### src/rtl/map_block_writer.sv
// Map-cell encoder: turns placement commands into map RAM writes, tracks one start/goal cell, sweeps clear.
// Optional `MAP_BLOCK_WRITER_STATS_EN adds wall_cnt backed by a shadow wall bitmap.
module map_block_writer #(
  parameter int         ADDR_W    = 8,
  parameter int         MAP_SIZE  = 256,
  parameter logic [7:0] FREE_CODE = 8'h01
) (
  input  logic              m_clock,
  input  logic              p_reset,
  input  logic              clear_req,
  input  logic              cmd_valid,
  output logic              cmd_ready,
  input  logic [1:0]        cmd_type,
  input  logic [ADDR_W-1:0] cmd_addr,
  input  logic [6:0]        cmd_arg,
  output logic              wr_en,
  output logic [ADDR_W-1:0] wr_addr,
  output logic [7:0]        wr_data,
  output logic              busy,
  output logic [ADDR_W-1:0] start_pos,
  output logic [ADDR_W-1:0] goal_pos,
  output logic              start_vld,
  output logic              goal_vld
`ifdef MAP_BLOCK_WRITER_STATS_EN
  ,
  output logic [ADDR_W:0]   wall_cnt
`endif
);

  localparam logic [1:0] CMD_FREE  = 2'd0;
  localparam logic [1:0] CMD_WALL  = 2'd1;
  localparam logic [1:0] CMD_START = 2'd2;
  localparam logic [1:0] CMD_GOAL  = 2'd3;

  localparam logic [ADDR_W:0] LAST_IDX = (ADDR_W+1)'(MAP_SIZE - 1);

  // Bytes with bit7=0 and bits[6:5]=2'b10 belong to the search marks.
  if (!FREE_CODE[7] && (FREE_CODE[6:5] == 2'b10)) begin : g_bad_free_code
    $error("FREE_CODE lies in the reserved search-mark space");
  end
  if (MAP_SIZE > (1 << ADDR_W)) begin : g_bad_map_size
    $error("MAP_SIZE exceeds the address space");
  end

  typedef enum logic [1:0] {S_IDLE, S_ERASE, S_WRITE, S_CLEAR} state_e;

  typedef struct packed {
    logic [1:0]        ctype;
    logic [ADDR_W-1:0] addr;
    logic [6:0]        arg;
  } cmd_t;

  state_e            state, state_d;
  cmd_t              cmd_q;
  logic [ADDR_W:0]   cnt, cnt_d, cnt_nxt;
  logic              wr_en_d;
  logic [ADDR_W-1:0] wr_addr_d;
  logic [7:0]        wr_data_d;
  logic              cmd_acc, need_erase, clear_last, start_hit, goal_hit;
  logic [ADDR_W-1:0] erase_addr;

  function automatic logic [7:0] encode(input logic [1:0] t, input logic [6:0] arg);
    case (t)
      CMD_START: encode = 8'h7F;
      CMD_GOAL:  encode = 8'h00;
      CMD_WALL:  encode = {1'b1, arg};
      default:   encode = FREE_CODE;
    endcase
  endfunction

  assign cmd_ready  = (state == S_IDLE) && !clear_req && !p_reset;
  assign cmd_acc    = cmd_valid && cmd_ready;
  assign busy       = (state != S_IDLE);
  assign clear_last = (cnt == LAST_IDX);
  assign cnt_nxt    = cnt + 1'b1;

  // Moving an existing start/goal to a new cell frees the old cell first.
  assign need_erase = ((cmd_type == CMD_START) && start_vld && (start_pos != cmd_addr)) ||
                      ((cmd_type == CMD_GOAL)  && goal_vld  && (goal_pos  != cmd_addr));
  assign erase_addr = (cmd_type == CMD_START) ? start_pos : goal_pos;

  assign start_hit  = start_vld && (start_pos == cmd_q.addr);
  assign goal_hit   = goal_vld  && (goal_pos  == cmd_q.addr);

  always_ff @(posedge m_clock) begin
    if (p_reset) state <= S_IDLE;
    else         state <= state_d;
  end

  always_comb begin
    state_d = state;
    case (state)
      S_IDLE: begin
        if (clear_req)    state_d = S_CLEAR;
        else if (cmd_acc) state_d = need_erase ? S_ERASE : S_WRITE;
      end
      S_ERASE: state_d = S_WRITE;
      S_WRITE: state_d = S_IDLE;
      S_CLEAR: if (clear_last) state_d = S_IDLE;
      default: state_d = S_IDLE;
    endcase
  end

  // Write port is registered, so this computes what the next cycle drives.
  always_comb begin
    wr_en_d   = 1'b0;
    wr_addr_d = wr_addr;
    wr_data_d = wr_data;
    cnt_d     = cnt;
    case (state)
      S_IDLE: begin
        if (clear_req) begin
          wr_en_d   = 1'b1;
          wr_addr_d = '0;
          wr_data_d = FREE_CODE;
          cnt_d     = '0;
        end else if (cmd_acc) begin
          wr_en_d = 1'b1;
          if (need_erase) begin
            wr_addr_d = erase_addr;
            wr_data_d = FREE_CODE;
          end else begin
            wr_addr_d = cmd_addr;
            wr_data_d = encode(cmd_type, cmd_arg);
          end
        end
      end
      S_ERASE: begin
        wr_en_d   = 1'b1;
        wr_addr_d = cmd_q.addr;
        wr_data_d = encode(cmd_q.ctype, cmd_q.arg);
      end
      S_CLEAR: begin
        if (!clear_last) begin
          wr_en_d   = 1'b1;
          wr_addr_d = cnt_nxt[ADDR_W-1:0];
          wr_data_d = FREE_CODE;
          cnt_d     = cnt_nxt;
        end
      end
      default: ;
    endcase
  end

  always_ff @(posedge m_clock) begin
    if (p_reset) begin
      wr_en   <= 1'b0;
      wr_addr <= '0;
      wr_data <= '0;
      cnt     <= '0;
      cmd_q   <= '0;
    end else begin
      wr_en   <= wr_en_d;
      wr_addr <= wr_addr_d;
      wr_data <= wr_data_d;
      cnt     <= cnt_d;
      if (cmd_acc) cmd_q <= '{ctype: cmd_type, addr: cmd_addr, arg: cmd_arg};
    end
  end

  // Overwriting a tracked cell with anything else drops its valid flag.
  always_ff @(posedge m_clock) begin
    if (p_reset) begin
      start_pos <= '0;
      goal_pos  <= '0;
      start_vld <= 1'b0;
      goal_vld  <= 1'b0;
    end else if ((state == S_CLEAR) && clear_last) begin
      start_vld <= 1'b0;
      goal_vld  <= 1'b0;
    end else if (state == S_WRITE) begin
      if (cmd_q.ctype == CMD_START) begin
        start_pos <= cmd_q.addr;
        start_vld <= 1'b1;
      end else if (start_hit) begin
        start_vld <= 1'b0;
      end
      if (cmd_q.ctype == CMD_GOAL) begin
        goal_pos <= cmd_q.addr;
        goal_vld <= 1'b1;
      end else if (goal_hit) begin
        goal_vld <= 1'b0;
      end
    end
  end

`ifdef MAP_BLOCK_WRITER_STATS_EN
  localparam logic [ADDR_W:0] WALL_MAX = (ADDR_W+1)'(MAP_SIZE);

  logic [MAP_SIZE-1:0] wall_map;

  always_ff @(posedge m_clock) begin
    if (p_reset) begin
      wall_cnt <= '0;
      wall_map <= '0;
    end else if ((state == S_CLEAR) && clear_last) begin
      wall_cnt <= '0;
      wall_map <= '0;
    end else if (state == S_WRITE) begin
      if (cmd_q.ctype == CMD_WALL) begin
        wall_map[cmd_q.addr] <= 1'b1;
        if (wall_cnt != WALL_MAX) wall_cnt <= wall_cnt + 1'b1;
      end else if (wall_map[cmd_q.addr]) begin
        wall_map[cmd_q.addr] <= 1'b0;
        if (wall_cnt != '0) wall_cnt <= wall_cnt - 1'b1;
      end
    end
  end
`endif

endmodule

### config.mk
export PLATFORM = sky130hd
export DESIGN_NAME = map_block_writer
export DESIGN_NICKNAME = d
export VERILOG_FILES = /design/src/rtl/map_block_writer.sv
export SDC_FILE = /design/constraint.sdc
export NUM_CORES = 1
export LEC_CHECK = 0
export CORE_UTILIZATION = 55
export CTS_BUF_LIST = sky130_fd_sc_hd__clkbuf_4 sky130_fd_sc_hd__clkbuf_8
export DETAILED_ROUTE_END_ITERATION = 8
export GPL_TIMING_DRIVEN = 0
export PLACE_DENSITY = 0.81
export REMOVE_ABC_BUFFERS = 1
export SLEW_MARGIN = 40
export SYNTH_ARGS = -nofsm -noshare
export SYNTH_HDL_FRONTEND = slang
export SYNTH_SLANG_ARGS = --single-unit
### constraint.sdc
create_clock -name m_clock -period 2.84 [get_ports m_clock]
set_clock_uncertainty 0.15 [all_clocks]
set_input_delay 0.568 -clock m_clock [delete_from_list [all_inputs] [get_ports m_clock]]
set_output_delay 0.568 -clock m_clock [all_outputs]
set_load 0.1 [all_outputs]
* Word-level counts from Yosys, hierarchy flattened
Cells that the tools add are included.
W data, S select, Z words.
** Word-level totals
- Word-level logic and storage cells :: 88
- Input port bits :: 21
- Output and inout bits :: 37
- Register bits :: 63
** Cells by class
- Equality and inequality tests :: 18
- Add/subtract/negate cells :: 1
- Reduce and logical (&&, ||, !) cells :: 27
- Bitwise gates (word level) :: 1
- Multiplexer cells :: 29
** Operators by type and width (count)
- $pmux W8 S3 :: 4
- $mux W8 :: 9
- $mux W9 :: 2
- $pmux W9 S2 :: 1
- $eq A8 B8 Y1 :: 2
- $ne A8 B8 Y1 :: 2
- $eq A2 B2 Y1 const B :: 6
- $reduce_and A3 Y1 :: 4
- $logic_and A1 B1 Y1 :: 10
- $add A9 B1 Y9 const B :: 1
- $eq A9 B8 Y1 const B :: 1
- $mux W2 :: 4
- $pmux W2 S4 :: 1
- $reduce_bool A2 Y1 :: 4
- $mux W1 :: 7
- $eq A2 B1 Y1 const B :: 3
- $ne A2 B2 Y1 const B :: 3
- $reduce_and A2 Y1 :: 3
- $ne A3 B3 Y1 const B :: 1
- $pmux W1 S3 :: 1
- $reduce_bool A3 Y1 :: 1
- $logic_not A1 Y1 :: 2
- $logic_not A2 Y1 :: 1
- $reduce_or A2 Y1 :: 1
- other kinds (2) :: 2

* Logic depth before layout (Yosys ltp)
- Depth in word-level cells :: 8
- Depth in mapped cells :: 12
- Mapped depth without buffers :: 11

* Worst setup path before layout
No wires, ideal clock.
- Path kind :: register to register
- Start point :: register state[1]
- End point :: register cmd_q[0] (netlist name)
- Buffers on the path :: 2
- Required time :: 2558 ps
- Period minus slack after synthesis :: 3180 ps
- Arrival time :: 2898 ps
- Cell stages (with the launch flop) :: 9
- Setup time :: 132 ps
- Slack :: -340 ps
- Cells stage by stage :: dfxtp_1 -> buf_6 -> nor2_1 -> inv_2 -> nor3_2 -> nand2_1 -> clkbuf_1 -> nand2_1 -> a21oi_1
** Between the ends
- Word-level cells in the longest chain between the ends :: 4
** Ends and longest elaborated chain
- start: declaration :: RTL line 53 : state_e state, state_d;
- start signal: assignment :: RTL line 87 : else state <= state_d;
- $logic_not A2 Y1 :: RTL line 71 : assign cmd_ready = (state == S_IDLE) && !clear_req && !p_reset;
- $logic_and A1 B1 Y1 (2 in a row) :: RTL line 71
- named net cmd_ready :: RTL line 12 : output logic cmd_ready,
- $logic_and A1 B1 Y1 :: RTL line 72 : assign cmd_acc = cmd_valid && cmd_ready;
- end signal: assignment :: RTL line 157 : if (cmd_acc) cmd_q <= '{ctype: cmd_type, addr: cmd_addr, arg: cmd_arg};
- end: declaration :: RTL line 54 : cmd_t cmd_q;
The timed path passes the listed nets, and every way through them passes these cells.
A chain may end at the register's enable or synchronous reset.

* Worst setup path after layout
- Start point :: register cnt[0]
- End point :: register wr_data[6]
** Between the ends
- Word-level cells in the longest chain between the ends :: 3
** Ends and longest elaborated chain
- start: declaration :: RTL line 55 : logic [ADDR_W:0] cnt, cnt_d, cnt_nxt;
- start signal: assignment :: RTL line 156 : cnt <= cnt_d;
- $eq A9 B8 Y1 :: RTL line 74 : assign clear_last = (cnt == LAST_IDX);
- $ne A2 B2 Y1 (no line)
- $reduce_and A3 Y1 (no line)
- end signal: assignment :: RTL line 155 : wr_data <= wr_data_d;
- end: declaration :: RTL line 18 : output logic [7:0] wr_data,
Every way passes these cells.

==> summary.md <==
| Metric | Value |
|---|---|
| Result of the run | `completed` |
| Number of slew-limit violations in the final report | `0` |
| Leading cell type in the layout, fill and taps excluded | `sky130_fd_sc_hd__nand2_1` |
| Router iterations before antenna repair | `5` |
| Clock tree from TritonCTS | `done` |
| IR drop worst, VDD | `~0.00044 V` |
| Mean cell area of the mapped netlist | `7.94 um2` |
| Post-Route Utilization | `about two thirds` |
| WHS | `around 0.31 ns` |
| Worst r2r src | `cnt[0]$_SDFFE_PP0P_` |
| Final #Nets | `approximately 480` |
| Global-route congestion overflow total | `0` |
| Post-route DRC | `0` |
| Initial antenna violation count | `0` |
| Count of port buffers added during placement | `57` |
| Area used by multi-input combinational logic | `roughly 0.0019 mm2` |
| Maximum clock path buffer count | `2` |
| Latest clock arrival within the worst-skew pair | `roughly 0.34 ns` |
| Number of DRC violations after detailed-routing iteration 0 | `213` |
| Gpl congestion | `a little under 0.9` |
| Crit path required time | `2.88 ns` |
| Number of inserted filler cells in the final layout | `about 480` |
| Post-layout minimum cycle time | `~2.7 ns` |
| Post-synthesis cell type with the largest combined area | `sky130_fd_sc_hd__dfxtp_1` |
| Vias per inst | `5.94` |
| Fraction of post-synthesis cell area in the top cell type by area | `37.9%` |
| Minimum setup slack after placement | `-0.280 ns` |
| Number of flops mapped to enable cells by yosys | `0` |
| Cell Area, Synth | `around 0.0033 mm2` |
| Number of buffers inserted during clock tree synthesis | `9` |
| Transition time at the pin with the least slew margin | `a little under 0.7 ns` |
| Initial core utilization | `around three fifths` |
| Register-to-register path setup slack | `0.19 ns` |
| TritonCTS Sinks | `63` |
| Clock input transition at the sequential cells of the worst setup and hold paths | `0.06 ns` |
| Top FF cell, synth | `sky130_fd_sc_hd__dfxtp_1` |
| Pwr per Cell Area | `approximately 580 mW/mm2` |
| Ports | `between 50 and 60` |
| Total number of vias | `roughly 3200` |
| Critical Path Start | `cnt[0]$_SDFFE_PP0P_` |
| Sequential cell area in the final layout | `0.00126 mm2` |
| WL final | `8450 um` |
| Worst reg-to-reg path cell count | `10` |
| Netlist cell types | `50` |
| Die area | `between 0.006 and 0.007 mm2` |
| Number of endpoints with negative hold slack in the final report | `0` |
| Final routed wire length divided by cell count | `around 16 um` |
| Unrepaired setup endpoints after global routing | `no` |
| Ys async rst share | `0%` |
| Post-route clock period utilization | `roughly 93%` |
| Post-route ant nets | `0` |
| Category of the worst setup path launch point | `flop` |
| CP Capture Type | `flop` |
| Number of warnings issued by yosys | `0` |
| Endpoint of the most critical setup path | `wr_data[6]$_SDFFE_PP0P_` |
| Worst r2r dst | `wr_data[6]$_SDFFE_PP0P_` |
| WP data arrival | `2.69 ns` |
| MaxCap Viol Count | `0` |
| Number of setup violations in the final report | `0` |
| Wire length of the first global-routing pass | `13900 um` |
| Lkg Pwr | `approximately 1.5 nW` |
| Diode insertion count for antenna repair | `0` |
| Setup bufs post-CTS | `0` |
| Cell types with the largest area share after synthesis | `sky130_fd_sc_hd__dfxtp_1 (38%), sky130_fd_sc_hd__a21oi_1 (9.3%), sky130_fd_sc_hd__nand2_1 (8.9%)` |
| Max-slew headroom at the worst pin | `between 50% and 60%` |
| Placement Rows | `27` |
| Die Width | `roughly 80 um` |
| Synthesis-to-layout area growth | `16.4%` |
| Core Region | `0.00568 mm2` |
| FMAX | `approximately 0.38 GHz` |
| Worst Setup Slack, final | `around 0.19 ns` |
| Crit-path max FO | `8` |
| Pin count of the biggest net entering global routing | `38` |
| Share of cells above drive strength 1 | `between 15 and 20%` |
| CTS H-tree lvls | `3` |
| Gate count after technology mapping | `419` |
| Total routing usage reported by global routing | `28.6%` |
| Seq/Total Area, Yosys | `between 30% and 40%` |
| Clock tree root buffer cell | `sky130_fd_sc_hd__clkbuf_8` |
| Commonest non-fill, non-tap cells in the layout | `sky130_fd_sc_hd__nand2_1 (79), sky130_fd_sc_hd__dfxtp_1 (62), sky130_fd_sc_hd__a21oi_1 (61)` |
| Worst min path class | `flop to flop` |
| Y dimension of the die | `79.8 um` |
| Number of synthesized register bits | `63` |
| Type of the setup path with the least slack | `flop to flop` |
| Via count of the first global-routing pass | `2844` |
| DP HPWL | `around 6100 um` |
==> what timing repair did <==
item / in CTS / in global routing
endpoints found under the setup margin: 0 / 18
endpoints found under the hold margin: 0 / 0
gates resized for setup: 0 / 5
hold buffers: 0 / 0
==> metal layers <==
metal / up-vias / part of all wire, % / wire, um / track usage [%]
li1: 1546 / - / - / -
met4: 0 / 2.1 / 176 / 12.9
met2: 148 / 46 / 3860 / 44.6
met5: - / 0 / 0 / 0
met1: 1476 / 46 / 3850 / 38.3
met3: 19 / 6.6 / 559 / 5.03
==> through the flow <==
stage | cell area [um2] | power [mW] | setup TNS [ns] | std cells
3_5_place_dp | 3660 | 1.48 | -2.41 | 521
4_1_cts | 3860 | 2.25 | 0 | 537
5_1_grt | 3870 | 2.33 | 0 | 537
2_1_floorplan | 3160 | 1.35 | -8.41 | 391
6_report | 3870 | 2.25 | 0 | 537
3_3_place_gp | 3820 | 1.50 | -43.22 | 520
==> synth_stat cells (all sizes together) (4+ instances only) <==
cell type	count
a211o	5
a211oi	6
a21oi	62
a22oi	6
a31oi	4
and3	4
buf	10
clkbuf	18
dfxtp	63
inv	6
mux2i	6
nand2	79
nand3	12
nand3b	4
nand4	5
nor2	31
nor3	4
o211ai	7
o21ai	17
xnor2	24
xor2	14
==> worst min-delay path by stage <==
stage          slack (ns)  cells past startpoint                    end                  start
2_1_floorplan        0.28                      2  cmd_q[1]$_SDFFE_PP0P_  cmd_q[1]$_SDFFE_PP0P_
3_3_place_gp         0.29                      2  cmd_q[5]$_SDFFE_PP0P_  cmd_q[5]$_SDFFE_PP0P_
3_5_place_dp         0.30                      2  cmd_q[2]$_SDFFE_PP0P_  cmd_q[2]$_SDFFE_PP0P_
4_1_cts              0.31                      2  cmd_q[2]$_SDFFE_PP0P_  cmd_q[2]$_SDFFE_PP0P_
5_1_grt              0.33                      2  cmd_q[2]$_SDFFE_PP0P_  cmd_q[2]$_SDFFE_PP0P_
6_report             0.31                      2  cmd_q[1]$_SDFFE_PP0P_  cmd_q[1]$_SDFFE_PP0P_
==> cell families after synthesis <==
family | share of synthesized area [%]
compound gates | 21.8
buf+inv | 5.64
mux | 2.82
simple gates | 21.1
fa+ha+maj | 0.752
xor+xnor | 10.0
flops | 37.9
==> sequential cells by signal (all words and copies together), names as in the netlist <==
| signal | flops |
|---|---|
| cmd_q | 17 |
| cnt | 9 |
| goal_pos | 8 |
| goal_vld | 1 |
| start_pos | 8 |
| start_vld | 1 |
| state | 2 |
| wr_addr | 8 |
| wr_data | 8 |
| wr_en | 1 |
==> final cells by class <==
type | instances | share of cell area, %
multi-input combinational | 322 | 49.0
sequential | 63 | 32.6
timing repair buffer | 58 | 10.4
clock buffer | 12 | 3.94
tap | 72 | 2.33
clock inverter | 4 | 1.16
inverter | 6 | 0.581
==> power breakdown <==
part | total (mW) | switching [mW] | internal, mW
combinational | 0.503 | 0.383 | 0.120
clock | 0.779 | 0.335 | 0.444
sequential | 0.965 | 0.0411 | 0.924
total | 2.25 | 0.759 | 1.49
==> worst max-delay path: stages, from the launching register on <==
cell and delay [ns]:
sky130_fd_sc_hd__dfxtp_1 0.36, sky130_fd_sc_hd__ha_1 0.27, sky130_fd_sc_hd__nand3_2 0.13, sky130_fd_sc_hd__nor2_2 0.07, sky130_fd_sc_hd__and3_1 0.19, sky130_fd_sc_hd__ha_1 0.21
sky130_fd_sc_hd__nand2b_1 0.18, sky130_fd_sc_hd__nand2_1 0.14, sky130_fd_sc_hd__o21ai_2 0.15, sky130_fd_sc_hd__a311oi_2 0.50, sky130_fd_sc_hd__a211oi_1 0.15
(Power assumes the default switching activity.)
